$ cat src/rtl/tri_median_engine.sv
// Doubled triangle median lengths via squared-norm + restoring bit-serial square root.
// Optional MEDIAN_SQ_OUT_EN adds sa/sb/sc ports carrying the squared doubled medians.
module tri_median_engine #(
   parameter int W = 8
) (
   input  logic                clk,
   input  logic                rst_n,
   input  logic signed [W-1:0] ax,
   input  logic signed [W-1:0] ay,
   input  logic signed [W-1:0] bx,
   input  logic signed [W-1:0] by,
   input  logic signed [W-1:0] cx,
   input  logic signed [W-1:0] cy,
   input  logic                in_valid,
   output logic                in_ready,
   output logic [W+2:0]        ma2,
   output logic [W+2:0]        mb2,
   output logic [W+2:0]        mc2,
   output logic                out_valid,
   input  logic                out_ready,
   output logic                busy
`ifdef MEDIAN_SQ_OUT_EN
   ,
   output logic [2*W+4:0]      sa,
   output logic [2*W+4:0]      sb,
   output logic [2*W+4:0]      sc
`endif
);

   localparam int N    = W + 3;
   localparam int SW   = 2 * W + 5;
   localparam int RW   = N + 4;
   localparam int CW   = $clog2(N);
   localparam logic [CW-1:0] LAST = CW'(N - 1);

   typedef enum logic [1:0] {IDLE, SQUARE, SQRT, DONE} state_t;

   state_t state, state_nxt;

   logic [1:0]          k;
   logic signed [W-1:0] ax_r, ay_r, bx_r, by_r, cx_r, cy_r;
   logic [2*N-1:0]      rad;
   logic [RW-1:0]       rem;
   logic [N-1:0]        root;
   logic [CW-1:0]       cnt;

   logic signed [W-1:0] kx, ky, px, py, qx, qy;
   logic signed [W+1:0] dx, dy;
   logic signed [SW-1:0] dxe, dye;
   logic [SW-1:0]       s_cur;
   logic [RW-1:0]       rem_sh, trial, rem_nxt;
   logic [N-1:0]        root_nxt;

   // Vertex k against its two opposite vertices p and q
   always_comb begin
      kx = ax_r; ky = ay_r;
      px = bx_r; py = by_r;
      qx = cx_r; qy = cy_r;
      case (k)
         2'd1: begin
            kx = bx_r; ky = by_r;
            px = ax_r; py = ay_r;
            qx = cx_r; qy = cy_r;
         end
         2'd2: begin
            kx = cx_r; ky = cy_r;
            px = ax_r; py = ay_r;
            qx = bx_r; qy = by_r;
         end
         default: ;
      endcase
   end

   // W+2 bits always hold 2k-p-q exactly, so wrapping subtraction is safe
   assign dx    = {kx[W-1], kx, 1'b0} - {{2{px[W-1]}}, px} - {{2{qx[W-1]}}, qx};
   assign dy    = {ky[W-1], ky, 1'b0} - {{2{py[W-1]}}, py} - {{2{qy[W-1]}}, qy};
   assign dxe   = {{(SW-W-2){dx[W+1]}}, dx};
   assign dye   = {{(SW-W-2){dy[W+1]}}, dy};
   assign s_cur = SW'(dxe * dxe + dye * dye);

   assign rem_sh = {rem[RW-3:0], rad[2*N-1 -: 2]};
   assign trial  = {{(RW-N-2){1'b0}}, root, 2'b01};

   always_comb begin
      rem_nxt  = rem_sh;
      root_nxt = {root[N-2:0], 1'b0};
      if (rem_sh >= trial) begin
         rem_nxt  = rem_sh - trial;
         root_nxt = {root[N-2:0], 1'b1};
      end
   end

   always_ff @(posedge clk or negedge rst_n) begin
      if (!rst_n) state <= IDLE;
      else        state <= state_nxt;
   end

   always_comb begin
      state_nxt = state;
      case (state)
         IDLE:   if (in_valid) state_nxt = SQUARE;
         SQUARE: state_nxt = SQRT;
         SQRT:   if (cnt == LAST) state_nxt = (k == 2'd2) ? DONE : SQUARE;
         DONE:   if (out_ready) state_nxt = IDLE;
         default: state_nxt = IDLE;
      endcase
   end

   assign in_ready  = (state == IDLE);
   assign busy      = (state != IDLE);
   assign out_valid = (state == DONE);

   always_ff @(posedge clk or negedge rst_n) begin
      if (!rst_n) begin
         k    <= 2'd0;
         ax_r <= '0; ay_r <= '0;
         bx_r <= '0; by_r <= '0;
         cx_r <= '0; cy_r <= '0;
         rad  <= '0;
         rem  <= '0;
         root <= '0;
         cnt  <= '0;
         ma2  <= '0;
         mb2  <= '0;
         mc2  <= '0;
`ifdef MEDIAN_SQ_OUT_EN
         sa   <= '0;
         sb   <= '0;
         sc   <= '0;
`endif
      end else begin
         case (state)
            IDLE: begin
               if (in_valid) begin
                  k    <= 2'd0;
                  ax_r <= ax; ay_r <= ay;
                  bx_r <= bx; by_r <= by;
                  cx_r <= cx; cy_r <= cy;
               end
            end
            SQUARE: begin
               rad  <= {1'b0, s_cur};
               rem  <= '0;
               root <= '0;
               cnt  <= '0;
`ifdef MEDIAN_SQ_OUT_EN
               case (k)
                  2'd0:    sa <= s_cur;
                  2'd1:    sb <= s_cur;
                  default: sc <= s_cur;
               endcase
`endif
            end
            SQRT: begin
               rad  <= {rad[2*N-3:0], 2'b00};
               rem  <= rem_nxt;
               root <= root_nxt;
               cnt  <= cnt + 1'b1;
               if (cnt == LAST) begin
                  case (k)
                     2'd0:    ma2 <= root_nxt;
                     2'd1:    mb2 <= root_nxt;
                     default: mc2 <= root_nxt;
                  endcase
                  if (k != 2'd2) k <= k + 2'd1;
               end
            end
            default: ;
         endcase
      end
   end

endmodule

$ cat config.mk
export PLATFORM = sky130hd
export DESIGN_NAME = tri_median_engine
export DESIGN_NICKNAME = d
export VERILOG_FILES = /design/src/rtl/tri_median_engine.sv
export SDC_FILE = /design/constraint.sdc
export NUM_CORES = 1
export LEC_CHECK = 0
export BUFFER_PORTS_ARGS = -buffer_cell sky130_fd_sc_hd__buf_2
export CAP_MARGIN = 20
export CORE_MARGIN = 1
export CORE_UTILIZATION = 58
export CTS_BUF_LIST = sky130_fd_sc_hd__clkbuf_2 sky130_fd_sc_hd__clkbuf_4 sky130_fd_sc_hd__clkbuf_8
export CTS_CLUSTER_SIZE = 12
export DETAILED_ROUTE_END_ITERATION = 10
export HOLD_SLACK_MARGIN = 0.15
export PLACE_DENSITY_LB_ADDON = 0.12
export REMOVE_ABC_BUFFERS = 1
export SLEW_MARGIN = 15
export SYNTH_ARGS = -nofsm -noshare
export SYNTH_HDL_FRONTEND = slang
export SYNTH_SLANG_ARGS = --single-unit
$ cat constraint.sdc
create_clock -name clk -period 9.2 [get_ports clk]
set_input_delay 1.38 -clock clk [delete_from_list [all_inputs] [get_ports clk]]
set_output_delay 1.38 -clock clk [all_outputs]
set_load 0.01 [all_outputs]
Yosys cells after proc, flatten, opt, wreduce, memory -nomap -nowiden
Cells that the tools add are included.
{"block": "word_totals", "elab_cells": 72, "regBits": 135}
{"block": "op_classes", "bitwise": 1, "reduce_logical": 13, "eq_ne": 11, "mul": 2, "n_lt_le_gt_ge": 1, "n_mux": 21, "add_sub_neg": 8}
{"cell": "22-bit one-hot mux with 2 select lines", "n": 1}
{"cell": "10-bit by 10-bit multiplier with 20-bit output", "n": 2}
{"cell": "8-bit 2-to-1 mux", "n": 4}
{"cell": "8-bit one-hot mux with 2 select lines", "n": 2}
{"cell": "13-bit one-hot mux with 2 select lines", "n": 1}
{"cell": "11-bit one-hot mux with 2 select lines", "n": 1}
{"cell": "20-bit by 20-bit adder with 21-bit output", "n": 1}
{"cell": "10-bit subtractor", "n": 2}
{"cell": "9-bit by 8-bit subtractor with 10-bit output", "n": 2}
{"cell": "15-bit by 13-bit greater-or-equal comparator with 1-bit output", "n": 1}
{"cell": "2-bit 2-to-1 mux", "n": 7}
{"cell": "13-bit 2-to-1 mux", "n": 1}
{"cell": "13-bit subtractor", "n": 1}
{"cell": "3-bit AND reduction", "n": 4}
{"cell": "2-bit inequality test (second input constant)", "n": 4}
{"cell": "2-bit one-hot mux with 4 select lines", "n": 1}
{"cell": "4-bit one-hot mux with 2 select lines", "n": 1}
{"cell": "2-bit equality test (second input constant)", "n": 3}
{"cell": "2-bit nonzero test", "n": 3}
{"cell": "4-bit by 1-bit adder with 4-bit output (second input constant)", "n": 1}
{"cell": "2-bit by 1-bit equality test with 1-bit output (second input constant)", "n": 2}
{"cell": "4-bit equality test (second input constant)", "n": 1}
{"cell": "2-bit zero test", "n": 2}
{"cell": "2-bit one-hot mux with 2 select lines", "n": 1}
{"cell": "other kinds (7)", "n": 8}

Logic depth before layout (Yosys ltp)
{"block": "logic_depth", "word_depth": 8, "ltp_mapped": 39, "depth_no_buf": 36}

Least setup slack after synthesis
No wires, ideal clock.
{"block": "synth_timing", "path_type": "reg2reg", "startpoint": "register k[0]", "endpoint": "register rad[19]", "arrival_ns": 9.655, "stages_incl_launch_ff": 32, "setup_slack_ns": -0.594, "period_less_slack_ns": 9.794, "path_buffers": 2, "t_required_ns": 9.061, "cell_sequence": "dfrtp_1 -> inv_1 -> ha_1 -> buf_1 -> clkbuf_1 -> o21ai_0 -> fa_1 -> inv_1 -> ha_1 -> nand4_1 -> and3_4 -> nor4_2 -> nor2_1 -> o311ai_1 -> inv_1 -> fa_1 -> fa_1 -> inv_1 -> fa_1 -> fa_1 -> fa_1 -> fa_1 -> inv_1 -> fa_1 -> inv_1 -> ha_1 -> o21a_1 -> a2111oi_0 -> o31ai_1 -> a31oi_1 -> xor2_1 -> o221ai_1"}
{"block": "synth_via", "elab_chain_cells": 8, "word_cells_on_any_way": 17}
{"item": "from (decl)", "line": "40", "rtl": "logic [1:0] k;"}
{"item": "from (signal assigned)", "line": "165", "rtl": "if (k != 2'd2) k <= k + 2'd1;"}
{"item": "2-bit equality test / 2-bit by 1-bit equality test with 1-bit output (equally long branches)", "line": "59", "rtl": "case (k)"}
{"item": "2-bit OR reduction (no line)"}
{"item": "8-bit 2-to-1 mux", "line": "59"}
{"item": "9-bit by 8-bit subtractor with 10-bit output (on tied branches)", "line": "75, 76"}
{"item": "10-bit subtractor (on tied branches)", "line": "75, 76"}
{"item": "10-bit by 10-bit multiplier with 20-bit output", "line": "79", "rtl": "assign s_cur = SW'(dxe * dxe + dye * dye);"}
{"item": "20-bit by 20-bit adder with 21-bit output (*)", "line": "79"}
{"item": "22-bit one-hot mux with 2 select lines (*)", "line": "132", "rtl": "case (state)"}
{"item": "to (signal assigned)", "line": "142", "rtl": "rad <= {1'b0, s_cur};"}
{"item": "to (signal assigned)", "line": "155", "rtl": "rad <= {rad[2*N-3:0], 2'b00};"}
{"item": "to (decl)", "line": "42", "rtl": "logic [2*N-1:0] rad;"}
Every way passes the cells marked *; elsewhere a longest branch is shown, timed or not.
A chain may end at the register's enable or synchronous reset.

Worst setup path after layout
{"block": "layout_timing", "startpoint": "register k[1]", "endpoint": "register rad[19]"}
The elaborated chain is that of the path after synthesis.

==> run_results.csv <==
group,metric,value,unit
status,run_status,"finished, final reports clean",
placed_design,place_area,0.0166,mm^2
setup_path,critPathLaunchType,"flip-flop",
sta,fin_hold_ws,0.477,ns
setup_path,path_max_fanout,9,
sta,post-route-min-period,9.07,ns
placed_design,io_buffers,87,
clock_tree,cts.reportedPaths.clkPinSlew,0.09,ns
yosys,yosysWarnings,0,
sta,finalCritPeriodShare,0.985,
sta,drv_slew,0,
sta,worstMarginPinSlew,0.873,ns
sta,hold_viol,0,
placed_design,place_hpwl,26700,um
finish,drive_gt1_frac,0.238,
clock_tree,htree_levels,4,
sta,fin_skew,0.0209,ns
yosys,synth_area_leaders,"fa_1 (28%), dfrtp_1 (22%), ha_1 (9.8%), inv_1 (7.9%), mux2_2 (5.7%)",
routing,routed_wl,34100,um
hold_path,hold_path_class,"reg2reg",
routing,dr.pass1.iters,5,
yosys,synth_edf_count,0,
floorplanning,die_w,164,um
floorplanning,row_count,58,
setup_path,critPathBufInv,8,
setup_path,worst-path-stages,34,
routing,avgRoutedWirePerCell,16.3,um
finish,diodes,0,
setup_path,cp_top_family,"adder cells",
clock_tree,cts_buffer_depth,2,
finish,layout.cells.non_filler,2085,
finish,nets,2131,
run,cap_violations,0,
sta,final-setup-viol-count,0,
setup_path,cp.required,9.51,ns
yosys,syn_area_per_cell,9.76,um^2
floorplanning,coreArea,0.0255,mm^2
sta,fmax,0.110,GHz
setup_path,critPathKind,"reg2reg",
grt,grtUsageTotal,0.270,
floorplanning,die_area,0.0269,mm^2
grt,grt_max_degree,76,
clock_tree,clkLatencyLatePin,0.46,ns
grt,grt_overflow_total,0,
routing,drc,0,
sta,timing.final.ws_setup,0.135,ns
finish,syn_to_final_growth,17.2,%
yosys,ys_types,69,
setup_path,cpPeakStageDelay,0.56,ns
setup_path,cp.arrival,9.37,ns
routing,antenna_left,0,
yosys,syn_area,0.0152,mm^2
routing,first_iter_violations,637,
routing,drt-vias-per-instance,5.41,
yosys,synth_top_area_cell,"fa_1",
clock_tree,cts-root-buf,"clkbuf_8",
setup_path,cp_common_cell,"fa_1",
floorplanning,io_pins,88,
yosys,synthTopCellsByCount,"inv_1 (320), fa_1 (216), dfrtp_1 (135)",
finish,fin_area,0.0179,mm^2
yosys,synth_seq_cells,135,
clock_tree,cts_made_buffers,17,
yosys,synth_cells,1560,
setup_path,cpMaxStageDelayCell,"fa_1",
hold_path,hold_depth,2,
routing,vias,11300,
sta,rsz0062_at_grt,"true",
floorplanning,die_h,164,um
setup_path,critPathCaptureType,"flip-flop",
grt,antenna_found_initial,0,
placed_design,place_ws,-0.255,ns
yosys,ys_async_sr_fraction,1.00,
placed_design,dp.cells,2027,
yosys,synth_ff_type,"dfrtp_1",
yosys,yosysMostFrequentCell,"inv_1",
yosys,synth_seq_area_share,0.222,
sta,max-slew-margin-rel,0.414,
floorplanning,start_util,0.598,
placed_design,gp_congestion,0.896,
yosys,synthDominantCellAreaShare,0.284,
clock_tree,clkSinkCount,135,
setup_path,reg2reg_depth,34,
clock_tree,cts_tree,"done",
grt,grt_pass1_vias,11400,
grt,grt_pass1_wl,56400,um
## metal layers
metal | track usage | vias up | share of wire
met2 | 0.438 | 229 | 0.49
li1 | - | 5342 | -
met4 | 0.0619 | 0 | 0.020
met3 | 0.0374 | 36 | 0.036
met5 | 0 | - | 0
met1 | 0.385 | 5668 | 0.46
## worst paths after layout
kind | start | end | slack, ns
setup / recovery | k[1] | rad[19] | 0.13
hold / removal | mb2[10] | mb2[10] | 0.48
setup reg to reg | k[1] | rad[19] | 0.13
hold reg to reg | mb2[10] | mb2[10] | 0.48
max in group asynchronous | rst_n | ax_r[6] | 7.02
min in group asynchronous | rst_n | mb2[8] | 0.93
## what timing repair did
action                                  CTS  global route
gates resized for setup                  10            97
hold buffers                              0             0
endpoints found under the hold margin     0             0
buffers inserted                          0            24
endpoints found under the setup margin    6            11
pin swaps                                 4            62
cloned                                    1             2
## flip-flops by register name, indices dropped and copies added (netlist names)
register  count
mb2          11
state         2
root         11
ax_r          8
ma2          11
cx_r          8
mc2          11
cy_r          8
k             2
rad          22
rem          13
ay_r          8
cnt           4
bx_r          8
by_r          8
## cells in the final DEF (no fill, tap or decap), types with 9 or more instances in the layout
master,Yosys,layout
mux2_2,77,74
buf_4,1,113
nor2_1,94,89
buf_2,4,86
clkbuf_8,0,17
nand2_2,9,14
nand2_1,112,107
inv_1,320,313
ha_1,119,105
xnor2_1,37,36
nand3_1,23,22
ha_4,0,12
a21o_1,21,21
and2_1,12,12
o21ai_0,82,74
a21oi_1,39,36
dfrtp_1,135,135
o21a_1,10,9
nand2b_1,14,14
a22oi_1,15,14
mux2i_1,22,22
xor2_1,17,17
fa_1,216,212
nor3_1,21,16
## metrics by stage
step,setup TNS (ns),util
after global routing,-0.338,0.701
after global placement,-0.00585,0.653
after CTS,-0.00926,0.673
final,0,0.701
after floorplan,-8.07,-
after detailed placement,-0.740,0.653
## kinds of logic (layout without fill, tap and decap cells)
logic type               Yosys count  count (layout)  share of synthesized area
AND/OR/NAND/NOR                  324             324                     0.0979
multiplexers                      99              99                     0.0714
adder cells (fa/ha/maj)          335             335                      0.382
flip-flops                       135             135                      0.222
buffers and inverters            376             571                     0.0955
AO/OA/AOI/OAI                    235             235                     0.0977
XOR/XNOR                          56              56                     0.0339
## final cells by class
cell class	instances	area (um^2)
clock inverters	13	196
clock buffers	17	234
flip-flops and latches	135	3380
well taps	330	413
fillers	1961	7620
repair buffers	214	1540
multi-input cells	1049	10900
inverters	327	1240
## worst min-delay path: stages (launching register included)
cell	delay [ns]
dfrtp_1	0.34
nand2_1	0.04
o21ai_0	0.06
Power is left out: the tool's default activity adds up to more than one toggle a clock period on the data nets, which glitch-free logic cannot reach.
